--- src/rtl/backend_pkg.sv ---
// Backend-wide widths, opcode encoding and the execute packet shared by the scheduler, register-read and execute stages.
package backend_pkg;

  localparam int unsigned XLEN    = 32;
  localparam int unsigned PREG_W  = 6;
  localparam int unsigned ROB_W   = 5;
  localparam int unsigned OPC_W   = 6;
  localparam int unsigned NUM_FWD = 2;

  typedef enum logic [OPC_W-1:0] {
    OPC_ADD  = 6'd0,
    OPC_SUB  = 6'd1,
    OPC_AND  = 6'd2,
    OPC_OR   = 6'd3,
    OPC_XOR  = 6'd4,
    OPC_SLL  = 6'd5,
    OPC_SRL  = 6'd6,
    OPC_SRA  = 6'd7,
    OPC_SLT  = 6'd8,
    OPC_SLTU = 6'd9
  } opcode_e;

  typedef struct packed {
    logic [OPC_W-1:0]  opcode;
    logic              alu_en;
    logic [XLEN-1:0]   src1_val;
    logic [XLEN-1:0]   src2_val;
    logic [PREG_W-1:0] dest_preg;
    logic [ROB_W-1:0]  rob_idx;
  } exec_packet_t;

endpackage

--- src/rtl/reg_read_stage_if.sv ---
// Issue, regfile, forwarding and execute-side signals of the register-read stage.
interface reg_read_stage_if;
  import backend_pkg::*;

  logic                      iss_valid;
  logic                      iss_ready;
  logic [OPC_W-1:0]          iss_opcode;
  logic                      iss_alu_en;
  logic [PREG_W-1:0]         iss_src1_preg;
  logic [PREG_W-1:0]         iss_src2_preg;
  logic                      iss_use_imm;
  logic [XLEN-1:0]           iss_imm;
  logic [PREG_W-1:0]         iss_dest_preg;
  logic [ROB_W-1:0]          iss_rob_idx;
  logic [PREG_W-1:0]         rf_raddr1;
  logic [PREG_W-1:0]         rf_raddr2;
  logic [XLEN-1:0]           rf_rdata1;
  logic [XLEN-1:0]           rf_rdata2;
  logic [NUM_FWD-1:0]        fwd_valid;
  logic [NUM_FWD*PREG_W-1:0] fwd_preg;
  logic [NUM_FWD*XLEN-1:0]   fwd_data;
  logic                      exec_valid;
  logic                      exec_ready;
  exec_packet_t              exec_pkt;

  // Surrounding pipeline: scheduler, regfile, forwarding buses and execute stage.
  modport master (
    output iss_valid, iss_opcode, iss_alu_en, iss_src1_preg, iss_src2_preg,
    output iss_use_imm, iss_imm, iss_dest_preg, iss_rob_idx,
    output rf_rdata1, rf_rdata2, fwd_valid, fwd_preg, fwd_data, exec_ready,
    input  iss_ready, rf_raddr1, rf_raddr2, exec_valid, exec_pkt
  );

  // The register-read stage itself.
  modport slave (
    input  iss_valid, iss_opcode, iss_alu_en, iss_src1_preg, iss_src2_preg,
    input  iss_use_imm, iss_imm, iss_dest_preg, iss_rob_idx,
    input  rf_rdata1, rf_rdata2, fwd_valid, fwd_preg, fwd_data, exec_ready,
    output iss_ready, rf_raddr1, rf_raddr2, exec_valid, exec_pkt
  );

endinterface

--- src/rtl/operand_bypass_mux.sv ---
// Resolves one source operand: zero register, then lowest-index matching forward bus, then regfile data.
module operand_bypass_mux
  import backend_pkg::*;
(
  input  logic [PREG_W-1:0]         preg,
  input  logic [NUM_FWD-1:0]        fwd_valid,
  input  logic [NUM_FWD*PREG_W-1:0] fwd_preg,
  input  logic [NUM_FWD*XLEN-1:0]   fwd_data,
  input  logic [XLEN-1:0]           rf_data,
  output logic [XLEN-1:0]           value
);

  logic hit;

  // First match wins, so lower-numbered buses (younger results) take priority.
  always_comb begin
    value = rf_data;
    hit   = 1'b0;
    for (int i = 0; i < int'(NUM_FWD); i++) begin
      if (!hit && fwd_valid[i] && (fwd_preg[i*PREG_W +: PREG_W] == preg)) begin
        value = fwd_data[i*XLEN +: XLEN];
        hit   = 1'b1;
      end
    end
    if (preg == '0) begin
      value = '0;
    end
  end

endmodule

--- src/rtl/reg_read_stage.sv ---
// Register-read stage: reads both sources, applies bypass/immediate, and registers the execute packet.
module reg_read_stage
  import backend_pkg::*;
(
  input  logic             clk,
  input  logic             rst,
  input  logic             flush,
  reg_read_stage_if.slave  bus
);

  logic         valid_q;
  exec_packet_t pkt_q;
  exec_packet_t pkt_d;
  logic         ready_c;
  logic         accept_c;
  logic [XLEN-1:0] src1_fwd;
  logic [XLEN-1:0] src2_fwd;

  assign bus.rf_raddr1 = bus.iss_src1_preg;
  assign bus.rf_raddr2 = bus.iss_src2_preg;

  assign ready_c       = !valid_q || bus.exec_ready;
  assign accept_c      = bus.iss_valid && ready_c && !flush;
  assign bus.iss_ready = ready_c;

  operand_bypass_mux u_src1_mux (
    .preg      (bus.iss_src1_preg),
    .fwd_valid (bus.fwd_valid),
    .fwd_preg  (bus.fwd_preg),
    .fwd_data  (bus.fwd_data),
    .rf_data   (bus.rf_rdata1),
    .value     (src1_fwd)
  );

  operand_bypass_mux u_src2_mux (
    .preg      (bus.iss_src2_preg),
    .fwd_valid (bus.fwd_valid),
    .fwd_preg  (bus.fwd_preg),
    .fwd_data  (bus.fwd_data),
    .rf_data   (bus.rf_rdata2),
    .value     (src2_fwd)
  );

  // Assemble the packet to capture; an immediate overrides any src2 bypass.
  always_comb begin
    pkt_d           = '0;
    pkt_d.opcode    = bus.iss_opcode;
    pkt_d.alu_en    = bus.iss_alu_en;
    pkt_d.src1_val  = src1_fwd;
    pkt_d.src2_val  = bus.iss_use_imm ? bus.iss_imm : src2_fwd;
    pkt_d.dest_preg = bus.iss_dest_preg;
    pkt_d.rob_idx   = bus.iss_rob_idx;
  end

  // Output register: flush beats accept, accept beats drain, otherwise hold.
  always_ff @(posedge clk or negedge rst) begin
    if (!rst) begin
      valid_q <= 1'b0;
      pkt_q   <= '0;
    end else if (flush) begin
      valid_q <= 1'b0;
    end else if (accept_c) begin
      valid_q <= 1'b1;
      pkt_q   <= pkt_d;
    end else if (bus.exec_ready) begin
      valid_q <= 1'b0;
    end
  end

  assign bus.exec_valid = valid_q;
  assign bus.exec_pkt   = pkt_q;

endmodule

--- src/flat_wrapper.sv ---
// flat-port wrapper written by rule: the top's interface ports become plain ports
module reg_read_stage_flat import backend_pkg::*;
  (clk, rst, flush, bus_iss_valid, bus_iss_opcode, bus_iss_alu_en, bus_iss_src1_preg, bus_iss_src2_preg, bus_iss_use_imm, bus_iss_imm, bus_iss_dest_preg, bus_iss_rob_idx, bus_rf_rdata1, bus_rf_rdata2, bus_fwd_valid, bus_fwd_preg, bus_fwd_data, bus_exec_ready, bus_iss_ready, bus_rf_raddr1, bus_rf_raddr2, bus_exec_valid, bus_exec_pkt);
  reg_read_stage_if bus_i ();
  input  logic clk;
  input  logic rst;
  input  logic flush;
  input wire logic [$bits(bus_i.iss_valid)-1:0] bus_iss_valid;
  input wire logic [$bits(bus_i.iss_opcode)-1:0] bus_iss_opcode;
  input wire logic [$bits(bus_i.iss_alu_en)-1:0] bus_iss_alu_en;
  input wire logic [$bits(bus_i.iss_src1_preg)-1:0] bus_iss_src1_preg;
  input wire logic [$bits(bus_i.iss_src2_preg)-1:0] bus_iss_src2_preg;
  input wire logic [$bits(bus_i.iss_use_imm)-1:0] bus_iss_use_imm;
  input wire logic [$bits(bus_i.iss_imm)-1:0] bus_iss_imm;
  input wire logic [$bits(bus_i.iss_dest_preg)-1:0] bus_iss_dest_preg;
  input wire logic [$bits(bus_i.iss_rob_idx)-1:0] bus_iss_rob_idx;
  input wire logic [$bits(bus_i.rf_rdata1)-1:0] bus_rf_rdata1;
  input wire logic [$bits(bus_i.rf_rdata2)-1:0] bus_rf_rdata2;
  input wire logic [$bits(bus_i.fwd_valid)-1:0] bus_fwd_valid;
  input wire logic [$bits(bus_i.fwd_preg)-1:0] bus_fwd_preg;
  input wire logic [$bits(bus_i.fwd_data)-1:0] bus_fwd_data;
  input wire logic [$bits(bus_i.exec_ready)-1:0] bus_exec_ready;
  output wire logic [$bits(bus_i.iss_ready)-1:0] bus_iss_ready;
  output wire logic [$bits(bus_i.rf_raddr1)-1:0] bus_rf_raddr1;
  output wire logic [$bits(bus_i.rf_raddr2)-1:0] bus_rf_raddr2;
  output wire logic [$bits(bus_i.exec_valid)-1:0] bus_exec_valid;
  output wire logic [$bits(bus_i.exec_pkt)-1:0] bus_exec_pkt;
  assign bus_i.iss_valid = bus_iss_valid;
  assign bus_i.iss_opcode = bus_iss_opcode;
  assign bus_i.iss_alu_en = bus_iss_alu_en;
  assign bus_i.iss_src1_preg = bus_iss_src1_preg;
  assign bus_i.iss_src2_preg = bus_iss_src2_preg;
  assign bus_i.iss_use_imm = bus_iss_use_imm;
  assign bus_i.iss_imm = bus_iss_imm;
  assign bus_i.iss_dest_preg = bus_iss_dest_preg;
  assign bus_i.iss_rob_idx = bus_iss_rob_idx;
  assign bus_i.rf_rdata1 = bus_rf_rdata1;
  assign bus_i.rf_rdata2 = bus_rf_rdata2;
  assign bus_i.fwd_valid = bus_fwd_valid;
  assign bus_i.fwd_preg = bus_fwd_preg;
  assign bus_i.fwd_data = bus_fwd_data;
  assign bus_i.exec_ready = bus_exec_ready;
  assign bus_iss_ready = bus_i.iss_ready;
  assign bus_rf_raddr1 = bus_i.rf_raddr1;
  assign bus_rf_raddr2 = bus_i.rf_raddr2;
  assign bus_exec_valid = bus_i.exec_valid;
  assign bus_exec_pkt = bus_i.exec_pkt;
  reg_read_stage u_core (.clk(clk), .rst(rst), .flush(flush), .bus(bus_i));
endmodule
--- config.mk ---
export PLATFORM = sky130hd
export DESIGN_NAME = reg_read_stage_flat
export DESIGN_NICKNAME = d
export VERILOG_FILES = /design/src/rtl/backend_pkg.sv /design/src/rtl/reg_read_stage_if.sv /design/src/rtl/operand_bypass_mux.sv /design/src/rtl/reg_read_stage.sv /design/src/flat_wrapper.sv
export SDC_FILE = /design/constraint.sdc
export NUM_CORES = 1
export LEC_CHECK = 0
export ABC_CLOCK_PERIOD_IN_PS = 4100
export BUFFER_PORTS_ARGS = -buffer_cell sky130_fd_sc_hd__buf_2
export CAP_MARGIN = 25
export CORE_AREA = 5 5 136 138
export CTS_CLUSTER_SIZE = 24
export DETAILED_ROUTE_END_ITERATION = 7
export DIE_AREA = 0 0 141 143
export PLACE_DENSITY_LB_ADDON = 0.3
export SETUP_SLACK_MARGIN = 0.2
export SLEW_MARGIN = 20
export SYNTH_ARGS = -nofsm -noshare
export SYNTH_HDL_FRONTEND = slang
export SYNTH_SLANG_ARGS = --single-unit
--- constraint.sdc ---
create_clock -name clk -period 4.1 [get_ports clk]
set_input_delay 0.205 -clock clk [delete_from_list [all_inputs] [get_ports clk]]
set_output_delay 0.205 -clock clk [all_outputs]
set_load 0.1 [all_outputs]
==> run summary, run 1 <==
Root buf cell: clkbuf_16
Sequential share of power: 29.1%
Top post-synthesis cells by area: dfrtp_1, a221oi_2, o21ai_0
Overflow after GRT: 0
Crit path max fanout: 28
Tcrit/Tclk final: 56.5%
H-tree lvl count: 3
Total CTS buffers: 9
R2r setup slk: 1.78 ns
Post-route ant nets: 0
Critical Path Sink: u_core.bus.exec_pkt[68]
Mux share of post-synthesis cell area: 0%
F_max: 432 MHz
Place WS: 1.37 ns
Initial antenna violation count: 3
RePlAce Congestion: 0.855
Die footprint: 20200 µm²
Max-slew violations: 0
# port buffers: 305
Critical Path Source Type: flip-flop
Peak VDD IR: 0.250 mV
Setup bufs post-CTS: 0
Reg2Reg Depth: 8
Starting density of the core: 29.3%
FP Rows: 48
Seq/Total Area, Yosys: 41.5%
Area share of the largest cell type after synthesis: 41.5%
Filler cells: 1783
#FFs+latches synth: 83
Synth warnings: 0
Final setup margin: 1.78 ns
R2R Path End: u_core.bus.exec_pkt[68]
Largest net degree at the start of global routing: 60
Clk_lat worst skew: 0.34 ns
Adder-Cell Fraction of Synth Area: 0%
DIE HEIGHT: 143 µm
IO Count: 306
Setup Skew: 0.00827 ns
Initial DRC Count: 393
Pwr Density: 503 nW/µm²
First-pass iteration count of the detailed router: 5
CP endpoint kind: flip-flop
Clock slew at reported path FFs: 0.07 ns
# clock sinks: 83
WL met3: 2180 µm
P_int: 1.74 mW
Post-synth top cells: o21ai_0, nand2_1, dfrtp_1
Clock Tree Buf Depth: 2
NetSw: 1.77 mW
Hold-fix buffers, CTS: 1
Worst setup path startpoint: u_core.bus.exec_valid
Post-synthesis compound-gate area fraction: 31.8%
Syn Nets: 784
Ant. Diodes: 0
All-Layer GR Usage: 22.1%
Sw Share: 50.5%
Vias in the first global route: 6023
Synthesized instance count: 574
Worst min path class: primary input to flip-flop
Critical Setup Path Class: flip-flop to flip-flop
Met1 Routed Length: 9260 µm
Top Layer Used: met5
Slew margin rel.: 35.0%
# resized after CTS: 0
Nets@finish: 1050
Reg-to-Reg Start: u_core.bus.exec_valid
Largest family of logic cells by synthesized area: compound AO/OA/AOI/OAI gates
First-pass GRT wire length: 34400 µm
Die span in x: 141 µm
Core box area: 17100 µm²
Final Hold Vio Count: 0
DPL Wire Length: 16700 µm
Mean Syn Cell Area: 8.72 µm²
Wire per inst: 21.5 µm
RSZ-0062 raised after global routing: false
Wirelength, routed: 23100 µm
Layout cell share with drive strength beyond 1: 44.5%
Number of remaining DRC errors: 0
Post-layout min period: 2.32 ns
Post-Synth Simple-Gate Area: 16.0%
Mapped cell area: 5000 µm²
WP data required: 4.37 ns
Async SR Flop Fraction: 100%
Synth cell types: 30
Status: finished, final reports clean
Crit path arrival time: 2.58 ns
Combinational fraction of design power: 46.2%
Synth Area in XOR/XNOR: 4.20%
Setup violators final: 0
Most frequent cell after synthesis: o21ai_0
Max-cap violations: 0
Number of synthesized flops with an enable pin: 0
Vias: 5763
Worst-margin pin slew: 0.973 ns
P&R area growth vs syn: 39.5%
Largest area contributor in the netlist: dfrtp_1
Met2 wire length: 10800 µm
LEAKAGE: 3.26 nW
Clock power frac: 24.7%
Prevailing post-synth register cell: dfrtp_1
Setup TNS: 0 ns
Via/cell ratio: 5.39
TritonCTS clock tree: yes
state kept, by name (all words and copies together), names as in the netlist:
name,flops
u_core.bus.exec_valid,1
u_core.bus.exec_pkt,82
metal layers:
metal  global-route usage [%]  vias up
li1                         -     2622
met1                     28.2     2683
met2                     35.6      385
met3                     5.59       67
met4                     9.43        6
met5                        0        -
layout make-up:
class                           count  area [µm²]  area share, %
Multi-Input combinational cell    425        2650           38.0
Tap cell                          225         282           4.03
Clock buffer                       10         239           3.42
Inverter                            1        3.75         0.0538
Timing Repair Buffer              320        1660           23.7
Sequential cell                    83        2080           29.7
Clock inverter                      6        70.1           1.00
per-stage QoR:
stage	std cells	utilization [%]	area (µm²)	total power [mW]	hold slack [ns]
final	1070	40.9	6980	3.51	0.0386
after global routing	1070	40.9	6980	3.65	0.0392
after detailed placement	1052	38.9	6640	2.66	0.349
after floorplan	574	-	5000	2.28	-0.0906
after global placement	1052	38.9	6640	2.66	0.339
after CTS	1069	40.8	6960	3.54	0.0243
power by group through the flow:
| stage | combinational, mW | sequential (mW) | clock (mW) |
|---|---|---|---|
| after floorplan | 0.307 | 1.97 | 0 |
| after global placement | 1.62 | 1.03 | 0 |
| after detailed placement | 1.63 | 1.03 | 0 |
| after CTS | 1.63 | 1.02 | 0.889 |
| after global routing | 1.69 | 1.04 | 0.920 |
| final | 1.62 | 1.02 | 0.868 |
worst min-delay path by stage:
stage                     start                       to  slack [ns]  depth (start not counted)
final                     flush    u_core.bus.exec_valid        0.04                          2
after global routing      flush    u_core.bus.exec_valid        0.04                          2
after CTS                 flush    u_core.bus.exec_valid        0.02                          2
after detailed placement    rst  u_core.bus.exec_pkt[58]        0.35                          1
after global placement      rst  u_core.bus.exec_pkt[58]        0.34                          1
after floorplan             rst   u_core.bus.exec_pkt[0]       -0.09                          0
worst max-delay path: stages (launching register included):
cell and delay (ns):
dfrtp_1 0.37, nor2b_1 0.16, inv_1 0.07, nand3b_1 0.08
buf_4 0.24, a21oi_2 0.55, buf_4 0.38, o21ai_0 0.17
o21ai_0 0.18
cells in the final DEF (no fill, tap or decap), drive strengths merged, types with 2 or more instances in the layout:
cell type,n
nand2,86
clkinv,2
and2,32
or2,2
nor3,2
or4,2
nor4,3
xnor2,18
o21ai,96
a221oi,64
nor2,38
dfrtp,83
inv,4
nand3,4
buf,319
nand4,2
xor2,6
o22ai,32
a21oi,33
clkbuf,10
cell families (layout without fill, tap and decap cells):
logic type      after synthesis  in the layout
flops                        83             83
xor+xnor                     24             24
buf+inv                      66            337
compound gates              225            225
simple gates                176            176
(Power assumes the default switching activity.)
==> run 2, diff against run 1 <==
--- a/config.mk
+++ b/config.mk
@@ -5,7 +5,7 @@
 export SDC_FILE = /design/constraint.sdc
 export NUM_CORES = 1
 export LEC_CHECK = 0
-export ABC_CLOCK_PERIOD_IN_PS = 4100
+export ABC_CLOCK_PERIOD_IN_PS = 1870
 export BUFFER_PORTS_ARGS = -buffer_cell sky130_fd_sc_hd__buf_2
 export CAP_MARGIN = 25
 export CORE_AREA = 5 5 136 138
==> constraint.sdc (replaced) <==
create_clock -name clk -period 1.87 [get_ports clk]
set_input_delay 0.0935 -clock clk [delete_from_list [all_inputs] [get_ports clk]]
set_output_delay 0.0935 -clock clk [all_outputs]
set_load 0.1 [all_outputs]
==> run 2 against run 1 <==
  * Core utilization up 4.4 points
  * Sequential power up 120%
  * Die area did not move
  * Clock skew is 0.00057 ns higher
  * Critical endpoint is now u_core.bus.exec_pkt[14]
  * Largest cell class unchanged
==> run summary, run 2 (synthesized netlist as in run 1, its figures left out) <==
Clk_lat worst skew: 0.34 ns
GR Layer Usage met3: 6.73%
Post-route ant nets: 0
Initial antenna violation count: 3
Die footprint: 20200 µm²
Vias in the first global route: 6073
Via/cell ratio: 5.34
Max FFs per register: 82
Number of remaining DRC errors: 0
Final Hold Vio Count: 0
Most frequent cells in the layout: buf_2, nand2_1, dfrtp_1, o21ai_0, nor2_1
Hold Path Depth: 3
Tcrit/Tclk final: 92.7%
Clock slew at reported path FFs: 0.08 ns
R2r setup slk: 0.14 ns
Starting density of the core: 29.3%
Overflow after GRT: 0
FP Rows: 48
DIE HEIGHT: 143 µm
Max-slew violations: 0
All-Layer GR Usage: 21.8%
Largest stage delay on the critical path: 0.48 ns
F_max: 577 MHz
Multi-input combinational cell area: 2740 µm²
IO Count: 306
Max-cap violations: 0
Slowest cell on crit path: dfrtp_4
Clock Tree Buf Depth: 2
TritonCTS clock tree: yes
Most common cell after layout, fill and taps aside: buf_2
R2R Path End: u_core.bus.exec_pkt[14]
GR peak layer: met2
LEAKAGE: 3.58 nW
Critical Setup Path Class: flip-flop to flip-flop
Met2 Use GR: 34.6%
Filler cells: 1716
Worst min path class: primary input to flip-flop
Ant. Diodes: 0
Worst-margin pin slew: 0.619 ns
Hold worst-path end: u_core.bus.exec_pkt[41]
Layout cell share with drive strength beyond 1: 47.7%
Setup Skew: 0.00884 ns
Sequential cell area: 2080 µm²
Vias: 6011
M1 GR Usage: 28.2%
Core box area: 17100 µm²
# port buffers: 305
Post-layout min period: 1.73 ns
Die span in x: 141 µm
P&R area growth vs syn: 54.4%
Root buf cell: clkbuf_16
Largest net degree at the start of global routing: 52
Wirelength, routed: 23600 µm
Critical Path Source Type: flip-flop
First-pass iteration count of the detailed router: 5
Slew margin rel.: 58.8%
Wire per inst: 20.9 µm
Critical hold path startpoint: bus_iss_imm[30]
Final instance area: 7730 µm²
Cell Area, Placed: 7030 µm²
H-tree lvl count: 3
Setup TNS: 0 ns
DPL Wire Length: 17100 µm
Initial DRC Count: 467
RePlAce Congestion: 0.889
Crit path max fanout: 19
Setup violators final: 0
Total CTS buffers: 9
First-pass GRT wire length: 34300 µm
Crit path arrival time: 1.99 ns
# clock sinks: 83
RSZ-0062 raised after global routing: true
Status: finished, final reports clean
Peak VDD IR: 0.567 mV
Crit path cell chain: nor2b_4 -> clkinvlp_4 -> nand3b_1 -> buf_6 -> nor3_4 -> buf_12 -> o21ai_0 -> o22ai_1
Nets@finish: 1106
Reg2Reg Depth: 8
CP endpoint kind: flip-flop
Reg-to-Reg Start: u_core.bus.exec_valid
Total power: 7.75 mW
WP data required: 2.13 ns
Pwr Density: 1000 nW/µm²
## run 2: cell count changes in the layout (fill, tap and decap cells not counted), sizes merged
cell	change
buf	+35
dlygate4sd3	+20
bufinv	-1
clkinv	+1
clkinvlp	+1
## run 2: worst max-delay path by stage
stage	start	endpoint	slack [ns]	cells after the start
after detailed placement	bus_iss_src2_preg[3]	u_core.bus.exec_pkt[24]	-0.27	7
after global placement	bus_iss_src2_preg[3]	u_core.bus.exec_pkt[33]	-0.21	7
after global routing	u_core.bus.exec_valid	u_core.bus.exec_pkt[29]	0.09	8
after CTS	u_core.bus.exec_valid	u_core.bus.exec_pkt[30]	0.17	8
final	u_core.bus.exec_valid	u_core.bus.exec_pkt[14]	0.14	8
after floorplan	u_core.bus.exec_valid	u_core.bus.exec_pkt[43]	-0.29	7
## run 2: routing by layer
layer / up-vias / routed length [µm]
met1: 2846 / 9510
met2: 367 / 11100
met4: 4 / 600
li1: 2747 / -
met3: 47 / 2360
met5: - / 21
## run 2: worst max-delay path, delay by kind of cell, from the launching register on
| kind | cells | cell delay, ns |
|---|---|---|
| compound gates | 2 | 0.34 |
| buf+inv | 3 | 0.41 |
| flops | 1 | 0.48 |
| simple gates | 3 | 0.42 |
## run 2: report_power, final
group / internal (mW) / switching [mW]
Clock: 0.942 / 0.842
Sequential: 2.08 / 0.161
Combinational: 0.767 / 2.97
Total: 3.78 / 3.97
## run 2: per-stage QoR
stage	utilization (%)	hold WS [ns]	worst slack [ns]	instances
2_1_floorplan	-	-0.202	-0.294	574
3_3_place_gp	41.2	0.0533	-0.209	1081
3_5_place_dp	41.2	0.0530	-0.271	1081
4_1_cts	44.4	0.000736	0.170	1121
5_1_grt	45.3	0.0170	0.0926	1126
6_report	45.3	0.0170	0.136	1126
## run 2: area by class of cell
cell class / count / area share, %
clock inverter: 7 / 0.890
inverter: 1 / 0.0971
timing repair buffer: 376 / 30.1
sequential: 83 / 26.9
tap: 225 / 3.64
clock buffer: 9 / 2.91
multi-input combinational: 425 / 35.4
## run 2: timing repair
action,in CTS,in global routing
gates resized for setup,8,63
pin swaps,1,17
endpoints found under the setup margin,82,68
hold buffers,21,0
gates cloned,0,2
setup buffers,3,3
hold endpoints to repair,45,0
==> run 3, diff against run 2 <==
--- a/config.mk
+++ b/config.mk
@@ -8,11 +8,13 @@
 export ABC_CLOCK_PERIOD_IN_PS = 1870
 export BUFFER_PORTS_ARGS = -buffer_cell sky130_fd_sc_hd__buf_2
 export CAP_MARGIN = 25
-export CORE_AREA = 5 5 136 138
+export CELL_PAD_IN_SITES_DETAIL_PLACEMENT = 0
+export CELL_PAD_IN_SITES_GLOBAL_PLACEMENT = 1
+export CORE_AREA = 5 5 143 145
 export CTS_CLUSTER_SIZE = 24
 export DETAILED_ROUTE_END_ITERATION = 7
-export DIE_AREA = 0 0 141 143
-export PLACE_DENSITY_LB_ADDON = 0.3
+export DIE_AREA = 0 0 148 150
+export PLACE_DENSITY = 0.72
 export SETUP_SLACK_MARGIN = 0.2
 export SLEW_MARGIN = 20
 export SYNTH_ARGS = -nofsm -noshare
==> run 3 against run 2 <==
  * Global-route usage decreased by 1.7 points
  * Critical endpoint is now u_core.bus.exec_pkt[67]
  * Critical path type unchanged
  * Fmax down 1.1%
  * Sequential share of layout area is 0.17 points lower
  * Critical path depth up 1
  * Largest power group unchanged
==> run summary, run 3 (synthesized netlist as in run 1, its figures left out) <==
DIE HEIGHT: 150 µm
FP Rows: 51
P&R area growth vs syn: 55.4%
Sequential share of power: 28.5%
First-pass GRT wire length: 34500 µm
Slew margin rel.: 47.4%
DPL Wire Length: 16800 µm
# port buffers: 305
Combinational fraction of design power: 47.8%
Die footprint: 22200 µm²
Most common cell after layout, fill and taps aside: buf_2
RSZ-0062 raised after global routing: true
Overflow after GRT: 0
Number of remaining DRC errors: 0
Setup violators final: 0
WL met3: 2040 µm
Clock slew at reported path FFs: 0.08 ns
WHS: 0.0185 ns
Die span in x: 148 µm
Hold Path Depth: 3
Critical Setup Path Class: flip-flop to flip-flop
Vias in the first global route: 6021
Peak VDD IR: 0.387 mV
Via/cell ratio: 5.23
Critical hold path startpoint: bus_iss_imm[5]
TritonCTS clock tree: yes
Vias: 5993
Total CTS buffers: 9
Largest net degree at the start of global routing: 52
Clk_lat worst skew: 0.34 ns
Top Layer Used: met4
Worst-margin pin slew: 0.789 ns
Reg-to-Reg Start: u_core.bus.exec_valid
Crit path arrival time: 2.02 ns
Pwr Density: 1010 nW/µm²
P_int: 3.80 mW
LEAKAGE: 3.62 nW
Starting density of the core: 26.2%
Nets@finish: 1108
All-Layer GR Usage: 20.1%
Setup Skew: 0.00524 ns
Initial DRC Count: 410
Max FFs per register: 82
Reg2Reg Depth: 9
Most frequent cells in the layout: buf_2, nand2_1, dfrtp_1, o21ai_0, o21ai_1
Core box area: 19100 µm²
Status: finished, final reports clean
R2r setup slk: 0.12 ns
Crit path max fanout: 8
# clock sinks: 83
Hold worst-path end: u_core.bus.exec_pkt[16]
NetSw: 4.01 mW
CP endpoint kind: flip-flop
Clock Tree Buf Depth: 2
Max-cap violations: 0
F_max: 571 MHz
Post-route ant nets: 0
Wirelength, routed: 24300 µm
Wire per inst: 21.2 µm
Final Hold Vio Count: 0
Max-slew violations: 0
Initial antenna violation count: 3
Sw Share: 51.3%
Final core occ: 40.8%
WP data required: 2.14 ns
Root buf cell: clkbuf_16
Met2 wire length: 11600 µm
Post-layout min period: 1.75 ns
R2R Path End: u_core.bus.exec_pkt[67]
Layout cell share with drive strength beyond 1: 46.7%
Met1 Routed Length: 9890 µm
Clock power frac: 23.6%
IO Count: 306
H-tree lvl count: 3
Tcrit/Tclk final: 93.7%
Critical Path Source Type: flip-flop
RePlAce Congestion: 0.859
Worst min path class: primary input to flip-flop
Filler cells: 1948
First-pass iteration count of the detailed router: 4
run 3: what timing repair did:
item                       4_1_cts  5_1_grt
gates resized for setup          5       51
hold buffers                    24        0
cloned                           1        3
buffers inserted                 3        2
pin swaps                        1       16
setup endpoints to repair       78       79
hold endpoints to repair        77        0
run 3: per-stage QoR:
step           worst slack (ns)  std cells  setup TNS [ns]  instance area [µm²]  power [mW]
3_5_place_dp             -0.320       1092           -8.04                 7000        5.90
5_1_grt                  0.0259       1144               0                 7770        8.12
2_1_floorplan            -0.294        574          -23.51                 5050        5.00
4_1_cts                   0.100       1136               0                 7630        7.85
3_3_place_gp             -0.306       1092           -7.43                 7000        5.89
6_report                  0.117       1145               0                 7780        7.82
run 3: worst max path at each step:
stage               depth (start not counted)  slack (ns)             startpoint                      end
finish                                      9        0.12  u_core.bus.exec_valid  u_core.bus.exec_pkt[67]
CTS                                         8        0.10  u_core.bus.exec_valid  u_core.bus.exec_pkt[69]
floorplan                                   7       -0.29  u_core.bus.exec_valid  u_core.bus.exec_pkt[43]
detailed placement                          7       -0.32  u_core.bus.exec_valid  u_core.bus.exec_pkt[40]
global route                                9        0.03  u_core.bus.exec_valid  u_core.bus.exec_pkt[53]
global placement                            7       -0.31  u_core.bus.exec_valid  u_core.bus.exec_pkt[28]
run 3: worst max-delay path, cell delays in order, from the launching register on:
cell and delay [ns]:
dfrtp_4 0.48, nor2b_4 0.14, clkinvlp_4 0.06, nand3b_1 0.14, buf_6 0.18, a21oi_4 0.14
buf_12 0.15, clkbuf_16 0.17, o21ai_1 0.07, o21ai_1 0.15
run 3: area by class of cell:
cell class	count	area (µm²)	area share (%)
multi-input combinational	425	2710	34.9
timing repair buffer	378	2370	30.4
clock buffer	9	225	2.90
inverter	1	7.51	0.0965
sequential	83	2080	26.8
clock inverter	7	76.3	0.981
antenna	4	10.0	0.129
tap	238	298	3.83
run 3: power by group through the flow:
stage	logic, mW	clock network, mW	registers (mW)
4_1_cts	3.69	1.92	2.23
6_report	3.74	1.85	2.23
3_3_place_gp	3.63	0	2.26
2_1_floorplan	0.683	0	4.32
5_1_grt	3.89	1.97	2.26
3_5_place_dp	3.64	0	2.26
run 3: metal layers:
metal | up-vias | global-route usage (%)
met5 | - | 0
met4 | 0 | 8.41
met3 | 54 | 4.09
met2 | 339 | 33.2
met1 | 2841 | 25.8
li1 | 2759 | -
